==> src/rtl/combo_bist_ctrl_pkg.sv <==
// Shared constants and state encoding for the combo_bist_ctrl truth-table sequencer.
package combo_bist_pkg;

  localparam int N_IN_DEF = 5;
  localparam int SETTLE_W = 4;

  typedef enum logic [2:0] {
    IDLE   = 3'd0,
    APPLY  = 3'd1,
    WAIT   = 3'd2,
    SAMPLE = 3'd3,
    DONE   = 3'd4
  } state_t;

endpackage

==> src/rtl/combo_bist_ctrl_if.sv <==
// Bundle between the sweep sequencer and its environment (gate under test plus control).
// With COMBO_BIST_FAILIDX_EN defined, the first-failure capture signals are added.
interface combo_bist_ctrl_if import combo_bist_pkg::*; #(
  parameter int N_IN = N_IN_DEF
);

  logic                   start;
  logic                   abort;
  logic                   z;
  logic [N_IN-1:0]        vec;
  logic                   busy;
  logic                   done;
  logic                   pass;
  logic [(1<<N_IN)-1:0]   tt;
  logic [N_IN:0]          fail_cnt;
`ifdef COMBO_BIST_FAILIDX_EN
  logic [N_IN-1:0]        fail_idx;
  logic                   fail_seen;

  modport master (
    input  start, abort, z,
    output vec, busy, done, pass, tt, fail_cnt, fail_idx, fail_seen
  );

  modport slave (
    output start, abort, z,
    input  vec, busy, done, pass, tt, fail_cnt, fail_idx, fail_seen
  );
`else
  modport master (
    input  start, abort, z,
    output vec, busy, done, pass, tt, fail_cnt
  );

  modport slave (
    output start, abort, z,
    input  vec, busy, done, pass, tt, fail_cnt
  );
`endif

endinterface

==> src/rtl/combo_bist_ctrl_settle_cnt.sv <==
// Loadable down-counter timing the settle window between a vector update and the z sample.
module combo_bist_settle_cnt import combo_bist_pkg::*; (
  input  logic                clk,
  input  logic                rst_n,
  input  logic                clear,
  input  logic                load,
  input  logic [SETTLE_W-1:0] load_val,
  input  logic                dec,
  output logic                zero
);

  logic [SETTLE_W-1:0] cnt;

  always_ff @(posedge clk or negedge rst_n) begin
    if (!rst_n) begin
      cnt <= '0;
    end else if (clear) begin
      cnt <= '0;
    end else if (load) begin
      cnt <= load_val;
    end else if (dec && (cnt != '0)) begin
      cnt <= cnt - 1'b1;
    end
  end

  assign zero = (cnt == '0);

endmodule

==> src/rtl/combo_bist_ctrl.sv <==
// Exhaustive truth-table sweep of a small combinational gate against a golden table.
// Optional first-failure capture (fail_idx/fail_seen) is enabled by COMBO_BIST_FAILIDX_EN.
module combo_bist_ctrl import combo_bist_pkg::*; #(
  parameter int                   N_IN      = N_IN_DEF,
  parameter int                   SETTLE    = 1,
  parameter logic [(1<<N_IN)-1:0] EXP_TABLE = 32'hFFFF_FFFE
) (
  input  logic              clk,
  input  logic              rst_n,
  combo_bist_ctrl_if.master bus
);

  // The counter is loaded with SETTLE-1 so WAIT spans exactly SETTLE cycles before zero.
  localparam bit                  HAS_WAIT    = (SETTLE > 0);
  localparam logic [SETTLE_W-1:0] SETTLE_LOAD = HAS_WAIT ? SETTLE_W'(SETTLE - 1) : '0;
  localparam logic [N_IN-1:0]     LAST_VEC    = '1;

  state_t                 state_q;
  state_t                 state_d;
  logic [N_IN-1:0]        vec;
  logic [(1<<N_IN)-1:0]   tt;
  logic [N_IN:0]          fail_cnt;
  logic [N_IN:0]          fail_next;
  logic                   busy;
  logic                   done;
  logic                   pass;
  logic                   mismatch;
  logic                   accept;
  logic                   leave;
  logic                   cnt_load;
  logic                   cnt_dec;
  logic                   cnt_zero;

  assign mismatch  = (bus.z != EXP_TABLE[vec]);
  assign fail_next = fail_cnt + (N_IN+1)'(mismatch);
  assign accept    = (state_d == APPLY) && ((state_q == IDLE) || (state_q == DONE));
  assign leave     = (state_d == IDLE) && (state_q != IDLE);

  combo_bist_settle_cnt u_settle (
    .clk      (clk),
    .rst_n    (rst_n),
    .clear    (leave),
    .load     (cnt_load),
    .load_val (SETTLE_LOAD),
    .dec      (cnt_dec),
    .zero     (cnt_zero)
  );

  always_ff @(posedge clk or negedge rst_n) begin
    if (!rst_n) begin
      state_q <= IDLE;
    end else begin
      state_q <= state_d;
    end
  end

  always_comb begin
    state_d  = state_q;
    cnt_load = 1'b0;
    cnt_dec  = 1'b0;
    case (state_q)
      IDLE: begin
        if (bus.start && !bus.abort) state_d = APPLY;
      end
      APPLY: begin
        if (bus.abort) begin
          state_d = IDLE;
        end else if (HAS_WAIT) begin
          state_d  = WAIT;
          cnt_load = 1'b1;
        end else begin
          state_d = SAMPLE;
        end
      end
      WAIT: begin
        if (bus.abort) begin
          state_d = IDLE;
        end else if (cnt_zero) begin
          state_d = SAMPLE;
        end else begin
          cnt_dec = 1'b1;
        end
      end
      SAMPLE: begin
        if (bus.abort) begin
          state_d = IDLE;
        end else if (vec == LAST_VEC) begin
          state_d = DONE;
        end else begin
          state_d = APPLY;
        end
      end
      DONE: begin
        if (bus.abort) begin
          state_d = IDLE;
        end else if (bus.start) begin
          state_d = APPLY;
        end
      end
      default: state_d = IDLE;
    endcase
  end

  // An abort keeps tt/fail_cnt as partial results; only an accepted start clears them.
  always_ff @(posedge clk or negedge rst_n) begin
    if (!rst_n) begin
      vec      <= '0;
      tt       <= '0;
      fail_cnt <= '0;
      busy     <= 1'b0;
      done     <= 1'b0;
      pass     <= 1'b0;
    end else if (accept) begin
      vec      <= '0;
      tt       <= '0;
      fail_cnt <= '0;
      busy     <= 1'b1;
      done     <= 1'b0;
      pass     <= 1'b0;
    end else if (leave) begin
      vec  <= '0;
      busy <= 1'b0;
      done <= 1'b0;
      pass <= 1'b0;
    end else if (state_q == SAMPLE) begin
      tt[vec]  <= bus.z;
      fail_cnt <= fail_next;
      if (vec == LAST_VEC) begin
        vec  <= '0;
        busy <= 1'b0;
        done <= 1'b1;
        pass <= (fail_next == '0);
      end else begin
        vec <= vec + 1'b1;
      end
    end
  end

`ifdef COMBO_BIST_FAILIDX_EN
  logic [N_IN-1:0] fail_idx;
  logic            fail_seen;

  always_ff @(posedge clk or negedge rst_n) begin
    if (!rst_n) begin
      fail_idx  <= '0;
      fail_seen <= 1'b0;
    end else if (accept) begin
      fail_idx  <= '0;
      fail_seen <= 1'b0;
    end else if ((state_q == SAMPLE) && !bus.abort && mismatch && !fail_seen) begin
      fail_idx  <= vec;
      fail_seen <= 1'b1;
    end
  end

  assign bus.fail_idx  = fail_idx;
  assign bus.fail_seen = fail_seen;
`endif

  assign bus.vec      = vec;
  assign bus.tt       = tt;
  assign bus.fail_cnt = fail_cnt;
  assign bus.busy     = busy;
  assign bus.done     = done;
  assign bus.pass     = pass;

endmodule

==> src/flat_wrapper.sv <==
// flat-port wrapper written by rule: the top's interface ports become plain ports
module combo_bist_ctrl_flat import combo_bist_pkg::*;
#(
  parameter int                   N_IN      = N_IN_DEF,
  parameter int                   SETTLE    = 1,
  parameter logic [(1<<N_IN)-1:0] EXP_TABLE = 32'hFFFF_FFFE
)
  (clk, rst_n, bus_start, bus_abort, bus_z, bus_vec, bus_busy, bus_done, bus_pass, bus_tt, bus_fail_cnt);
  combo_bist_ctrl_if #(.N_IN(N_IN)) bus_i ();
  input  logic clk;
  input  logic rst_n;
  input wire logic [$bits(bus_i.start)-1:0] bus_start;
  input wire logic [$bits(bus_i.abort)-1:0] bus_abort;
  input wire logic [$bits(bus_i.z)-1:0] bus_z;
  output wire logic [$bits(bus_i.vec)-1:0] bus_vec;
  output wire logic [$bits(bus_i.busy)-1:0] bus_busy;
  output wire logic [$bits(bus_i.done)-1:0] bus_done;
  output wire logic [$bits(bus_i.pass)-1:0] bus_pass;
  output wire logic [$bits(bus_i.tt)-1:0] bus_tt;
  output wire logic [$bits(bus_i.fail_cnt)-1:0] bus_fail_cnt;
  assign bus_i.start = bus_start;
  assign bus_i.abort = bus_abort;
  assign bus_i.z = bus_z;
  assign bus_vec = bus_i.vec;
  assign bus_busy = bus_i.busy;
  assign bus_done = bus_i.done;
  assign bus_pass = bus_i.pass;
  assign bus_tt = bus_i.tt;
  assign bus_fail_cnt = bus_i.fail_cnt;
  combo_bist_ctrl #(.N_IN(N_IN), .SETTLE(SETTLE), .EXP_TABLE(EXP_TABLE)) u_core (.clk(clk), .rst_n(rst_n), .bus(bus_i));
endmodule
==> config.mk <==
export PLATFORM = sky130hd
export DESIGN_NAME = combo_bist_ctrl_flat
export DESIGN_NICKNAME = d
export VERILOG_FILES = /design/src/rtl/combo_bist_ctrl_pkg.sv /design/src/rtl/combo_bist_ctrl_if.sv /design/src/rtl/combo_bist_ctrl_settle_cnt.sv /design/src/rtl/combo_bist_ctrl.sv /design/src/flat_wrapper.sv
export SDC_FILE = /design/constraint.sdc
export NUM_CORES = 1
export LEC_CHECK = 0
export CAP_MARGIN = 20
export CORE_UTILIZATION = 59
export CTS_BUF_LIST = sky130_fd_sc_hd__clkbuf_2
export CTS_CLUSTER_DIAMETER = 150
export DETAILED_ROUTE_END_ITERATION = 10
export GPL_ROUTABILITY_DRIVEN = 0
export PLACE_DENSITY = 0.88
export REMOVE_ABC_BUFFERS = 1
export SETUP_SLACK_MARGIN = 0.02
export SLEW_MARGIN = 20
export SYNTH_ARGS = -nofsm -noshare
export SYNTH_HDL_FRONTEND = slang
export SYNTH_SLANG_ARGS = --single-unit
==> constraint.sdc <==
create_clock -name clk -period 7.7 [get_ports clk]
set_input_delay 0.77 -clock clk [delete_from_list [all_inputs] [get_ports clk]]
set_output_delay 0.77 -clock clk [all_outputs]
set_load 0.05 [all_outputs]
=== After elaboration in Yosys (flattened, before gate mapping) ===
Memories as Yosys holds them, arrays and structs flattened.
Index checks and enable logic that the tools add are counted.

* Memory bits (read-only): 32
* Input port bits: 5
* Memories kept: 1
* Bits in registers: 53
* Output and inout bits: 46
* Logic and storage cells: 84

{| class="wikitable"
|+ Memory list
! memory !! words !! width !! rd ports !! clocked after Yosys merged registers in !! write ports !! line !! RTL
|-
| (no name shown) || 32 || 1 || 1 || 0 || 0 || combo_bist_ctrl.sv:34 || <nowiki>assign mismatch = (bus.z != EXP_TABLE[vec]);</nowiki>
|}

* Order comparisons: 2
* Mux-type cells: 43
* $add $sub $neg: 3
* Equality and inequality tests: 8
* Reductions and logical operators: 19

{| class="wikitable"
|+ Operators by type and width
! operator !! count
|-
| $mux 32 || 3
|-
| $bwmux 32 || 1
|-
| $mux 3 || 7
|-
| $mux 5 || 4
|-
| $mux 1 || 19
|-
| $mux 6 || 3
|-
| $pmux 3 s5 || 1
|-
| $mux 4 || 3
|-
| $reduce_bool 3->1 || 4
|-
| $add 6x1->6 || 1
|-
| $eq 3x1->1 const B || 2
|-
| $eq 3x2->1 const B || 2
|-
| $logic_not 3->1 || 2
|-
| $logic_not 6->1 || 1
|-
| $lt 5x6->1 const B || 1
|-
| $add 5x1->5 const B || 1
|-
| $demux 1 s5 || 1
|-
| $eq 5x5->1 const B || 1
|-
| $ge 5x1->1 const B || 1
|-
| $logic_and 1x1->1 || 5
|-
| $logic_not 4->1 || 1
|-
| $reduce_and 2->1 || 2
|-
| $reduce_bool 4->1 || 1
|-
| $sub 4x1->4 const B || 1
|-
| other kinds (7) || 7
|}

=== Logic depth before layout (Yosys ltp) ===
* Word-level depth: 9
* Mapped depth: 11
* Gate-level depth less buffers: 11

=== Hierarchy ===
A second synthesis with hierarchy kept.

* Cell total of the unflattened synthesis: 328
* Area total of the unflattened synthesis: 3236.9 µm²

{| class="wikitable"
|+ By module, submodules not included
! module !! sequential area each (µm²) !! instances !! cells an instance !! area an instance (µm²)
|-
| combo_bist_ctrl || 1226.2 || 1 || 297 || 2944.1
|-
| combo_bist_settle_cnt || 100.1 || 1 || 31 || 292.8
|}

=== Worst setup path before layout ===
Ideal clock, no wire load.

* Path kind: reg2reg
* Start point: register u_core.vec[1] (netlist: u_core.bus.vec[1])
* End point: register u_core.busy (netlist: u_core.bus.busy)
* Arrival: 2.761 ns
* Path buffers: 2
* Period minus slack after synthesis: 2.881 ns
* Cell stages (with the launch flop): 11
* Required time: 7.580 ns
* Library setup time: 0.120 ns
* Path slack: 4.819 ns
* Path through: dfrtp_1 ha_1 and3_1 ha_1 and4bb_2 a221oi_2 a211oi_4 or2_1 buf_6 buf_6 a31o_1

* Longest elaborated chain between the ends: 8
* Elaborated cells on any way between the ends: 13
* Classes of those cells: eq/ne (2); mux (5); reduce/logical (6)

{| class="wikitable"
|+ Ends and longest elaborated chain
! item !! line !! RTL
|-
| start: declaration || combo_bist_ctrl.sv:20 || <nowiki>logic [N_IN-1:0] vec;</nowiki>
|-
| start signal: assignment || combo_bist_ctrl.sv:134 || <nowiki>vec <= vec + 1'b1;</nowiki>
|-
| $eq 5x5->1 * || combo_bist_ctrl.sv:87, combo_bist_ctrl.sv:128 ||
|-
| $mux 3 || combo_bist_ctrl.sv:87 || <nowiki>end else if (vec == LAST_VEC) begin</nowiki>
|-
| $mux 3 || combo_bist_ctrl.sv:85 || <nowiki>if (bus.abort) begin</nowiki>
|-
| $pmux 3 s5 || combo_bist_ctrl.sv:61 || <nowiki>case (state_q)</nowiki>
|-
| $eq 3x1->1 or $logic_not 3->1 (tied branches) || combo_bist_ctrl.sv:36, combo_bist_ctrl.sv:37 ||
|-
| $logic_and 1x1->1, on equally long branches || combo_bist_ctrl.sv:36, combo_bist_ctrl.sv:37 ||
|-
| $reduce_bool 3->1 (no source line) or $mux 1 (tied branches) || -- ||
|-
| $reduce_and 2->1 (no source line) or $mux 1 (tied branches) || -- ||
|-
| end signal: assignment || combo_bist_ctrl.sv:110 || <nowiki>busy <= 1'b0;</nowiki>
|-
| end signal: assignment || combo_bist_ctrl.sv:117 || <nowiki>busy <= 1'b1;</nowiki>
|-
| end signal: assignment || combo_bist_ctrl.sv:122 || <nowiki>busy <= 1'b0;</nowiki>
|-
| end: declaration || combo_bist_ctrl.sv:24 || <nowiki>logic busy;</nowiki>
|}

Mark *: on every way between the ends. The rest lies on a longest branch, timed or not.
A chain may end at the register's enable or synchronous reset.

=== Worst setup path in the final report ===
* Start point: register u_core.vec[0] (netlist: u_core.bus.vec[0])
* End point: register u_core.fail_cnt[5] (netlist: u_core.bus.fail_cnt[5])

* Longest elaborated chain between the ends: 8
* Elaborated cells on any way between the ends: 18
* Classes of those cells: add/sub (1); eq/ne (4); mux (7); reduce/logical (5); memory (1)

{| class="wikitable"
|+ Ends and longest elaborated chain
! item !! line !! RTL
|-
| parallel branches: the longest is 8 deep, another holds $add 6x1->6 || -- ||
|-
| end signal: assignment || combo_bist_ctrl.sv:127 || <nowiki>fail_cnt <= fail_next;</nowiki>
|-
| end: declaration || combo_bist_ctrl.sv:22 || <nowiki>logic [N_IN:0] fail_cnt;</nowiki>
|}

Parallel ways; which one is timed is not known. The select of a mux whose other input is x is not followed.

==> results.md <==
* Clk sink count at 53
* DRT Wirelength at 6.56 mm
* Std-Cell Core Area at about 4800 sq um
* R2R cell count at 7
* Avg Cell Area, Syn at 9.87 sq um
* FF-to-FF End: u_core.bus.fail_cnt[5]
* Cells after Synth at approximately 300
* Placed cell count at 399
* Ports at 51
* Initial core utilization at 61.6%
* Unrepaired setup endpoints after global routing: false
* Gates resized, CTS repair at 0
* HPWL Detailed at between 4 and 5 mm
* Max cap viols at 0
* Num CTS Buffers at 5
* Endpoints failing setup at 0
* Diode count at 0
* TNS Setup at 0 ns
* Worst skew pair latency at 0.45 ns
* Vias at 2,506
* Initial antenna violation count at 0
* Final Hold Fails at 0
* Max Buffers Root-to-Sink at 2
* Slew Viols, Final at 0
* CP endpoint kind: register
* Reg clk slew, reported paths at 0.27 ns
* Crit path launch type: register
* Grt ovf at 0
* Setup Buffers After CTS at 0
* Area of the die at 5250 sq um
* Net Switching at around 0.24 mW
* Post-synth EDFFs at 0
* Synth Area in Adders at 3.84%
* Comb pwr share at 30.9%
* Leading area contributor after synthesis: dfrtp_1
* Reg2Reg Setup Slack at around 4.5 ns
* Critical Path RT at 8.06 ns
* Root Buffer: clkbuf_2
* Largest net degree at the start of global routing at 54
* Yosys reg bits at 53
* Outcome: completed
* Synth unique cells at 48
* Worst-margin pin slew at 1.01 ns
* Simple-gate portion of the synthesized area at 14.0%
* Fill cells at 377
* Switching Share at 39.2%
* Finished Layout Cells at 408
* Max Clk Rate at ~0.3 GHz
* Die W at 72.5 um
* DRC at 0
* Violation count after the first detailed-route iteration at 175
* Part of the power in registers at between 50% and 60%
* Total number of yosys warnings at 0
* Pwr/cell area at 174 nW/um^2
* IO buf count at 50
* Ratio of cells with drive above 1 in the final layout at 6.45%
* Main area contributors after synthesis: dfrtp_1 45%, o221ai_1 5.1%, o211ai_1 4.6%
* Seq/Total Area, Yosys at 45.3%
* Synth Area in Compound Gates at between 20% and 30%
* Top FF cell, synth: dfrtp_1
* CTS Hold Buffers Added at 0
* Cell-internal power at 0.370 mW
* Vias in the first global route at ~2,400
* Clock skew at 0.0228 ns
* Synth Area in XOR/XNOR at 1.79%
* Post-synth top area share at a little under half
* Top cells by count, synth: 53 x dfrtp_1, 27 x inv_1, 21 x o21ai_0
* Setup WS pre-CTS at 4.34 ns
* Antenna Nets Post-Route at 0
* Final worst slack at 4.46 ns
* Hold_ws at 0.374 ns
* Worst R2R Start: u_core.bus.vec[0]
* First drt pass iteration count at 4
* Area growth syn-to-layout at 19.0%
* Multiplexer area fraction after synthesis at 0%
* Relative slew slack at 32.2%
* Worst min-delay path class: in -> async
* H-tree Lvls at 2
* Final Core Density at 73.3%
* Die height at around 72 um
* Final min period at 3.24 ns
* Cell Area, Synth at 2930 sq um
* Tcrit/Tclk final at 42.1%
* FFs w/ async S/R, synth at 100%
* Most frequent cell after synthesis: dfrtp_1
* Crit path max fanout at 25
* Setup CP Type: reg -> reg
* Peak VDD IR at 0.185 mV
* Final net count at 354
* GRT Util Overall at a little over a quarter
* Routed wire length per instance at 16.1 um
* Vias per cell at 6.14
* Largest family of logic cells by synthesized area: compound AO/OA/AOI/OAI gates
* Part of the power in the clock network at 18.6%
* First-pass GRT wire length at 11.2 mm
* Cell Rows at 25
* CTS tree: done
* WP data arrival at 3.60 ns
* Leak at 1.36 nW
[cell families after synthesis]
group                    after synthesis
AO/OA/AOI/OAI                        107
AND/OR/NAND/NOR                       78
flip-flops                            53
buffers and inverters                 44
adder cells (fa/ha/maj)                9
XOR/XNOR                               6
[worst max path at each step]
stage,startpoint,cells after the start,slack (ns),to
6_report,u_core.bus.vec[0],7,4.46,u_core.bus.fail_cnt[5]
5_1_grt,u_core.bus.vec[0],7,4.22,u_core.bus.fail_cnt[5]
4_1_cts,u_core.bus.vec[0],7,4.49,u_core.bus.fail_cnt[5]
3_5_place_dp,bus_abort,6,4.34,u_core.bus.fail_cnt[4]
3_3_place_gp,bus_abort,6,4.40,u_core.bus.fail_cnt[5]
2_1_floorplan,u_core.bus.vec[0],8,4.39,u_core.bus.tt[0]
[power by group through the flow]
stage               registers, mW  logic, mW  clock network (mW)
floorplan                   0.344     0.0902                   0
global placement            0.312      0.180                   0
detailed placement          0.311      0.185                   0
CTS                         0.307      0.186               0.115
global route                0.310      0.205               0.123
finish                      0.307      0.188               0.113
[sequential cells by signal, indices dropped and copies added (netlist names)]
signal / flops
u_core.bus.busy: 1
u_core.bus.done: 1
u_core.bus.fail_cnt: 6
u_core.bus.pass: 1
u_core.bus.tt: 32
u_core.bus.vec: 5
u_core.state_q: 3
u_core.u_settle.cnt: 4
[per-stage QoR]
stage | instance area, sq um | power (mW)
3_3_place_gp | 3430 | 0.491
2_1_floorplan | 2830 | 0.434
3_5_place_dp | 3430 | 0.496
6_report | 3490 | 0.608
4_1_cts | 3470 | 0.608
5_1_grt | 3490 | 0.638
[cell type report]
| cell class | instances | area [sq um] | share of cell area, % |
|---|---|---|---|
| Clock inverter | 2 | 15.0 | 0.431 |
| Inverter | 27 | 101 | 2.91 |
| Sequential cell | 53 | 1330 | 38.0 |
| Multi-Input combinational cell | 200 | 1400 | 40.3 |
| Clock buffer | 6 | 30.0 | 0.861 |
| Timing Repair Buffer | 53 | 526 | 15.1 |
| Tap cell | 67 | 83.8 | 2.40 |
[worst max-delay path, stage by stage (launching register included)]
cell and delay, ns:
dfrtp_1 0.51, ha_1 0.29, and3_1 0.25, ha_1 0.27, o21ai_0 0.24, o211ai_2 0.45
or2_1 0.70, a221o_1 0.45
[cell usage in the layout, fill, tap and decap left out, types with 2 or more instances in the layout]
cell type        count
a21oi_1              7
a221o_1              2
a22o_1               2
a32o_1               3
and3_1               5
buf_4                2
clkbuf_2             6
clkdlybuf4s50_1     49
clkinvlp_4           2
dfrtp_1             53
ha_1                 9
inv_1               27
nand2_1             18
nand3_1              9
nand3b_1             5
nor2_1              20
nor2b_1              2
nor3_1               6
nor3b_1              3
o2111ai_2            3
o211ai_1            18
o21ai_0             21
o21ai_2              2
o221ai_1            17
o22ai_1              8
o2bb2ai_1           13
or2_1                2
xnor2_1              2
xor2_1               4
[metal layers]
layer | part of all wire (%) | wire, um | global-route usage (%)
met5 | 0 | 0 | 0
met4 | 1.7 | 114 | 10.9
met3 | 4.8 | 317 | 3.75
met2 | 47 | 3090 | 44.4
met1 | 46 | 3040 | 37.0
(Power assumes the default switching activity.)
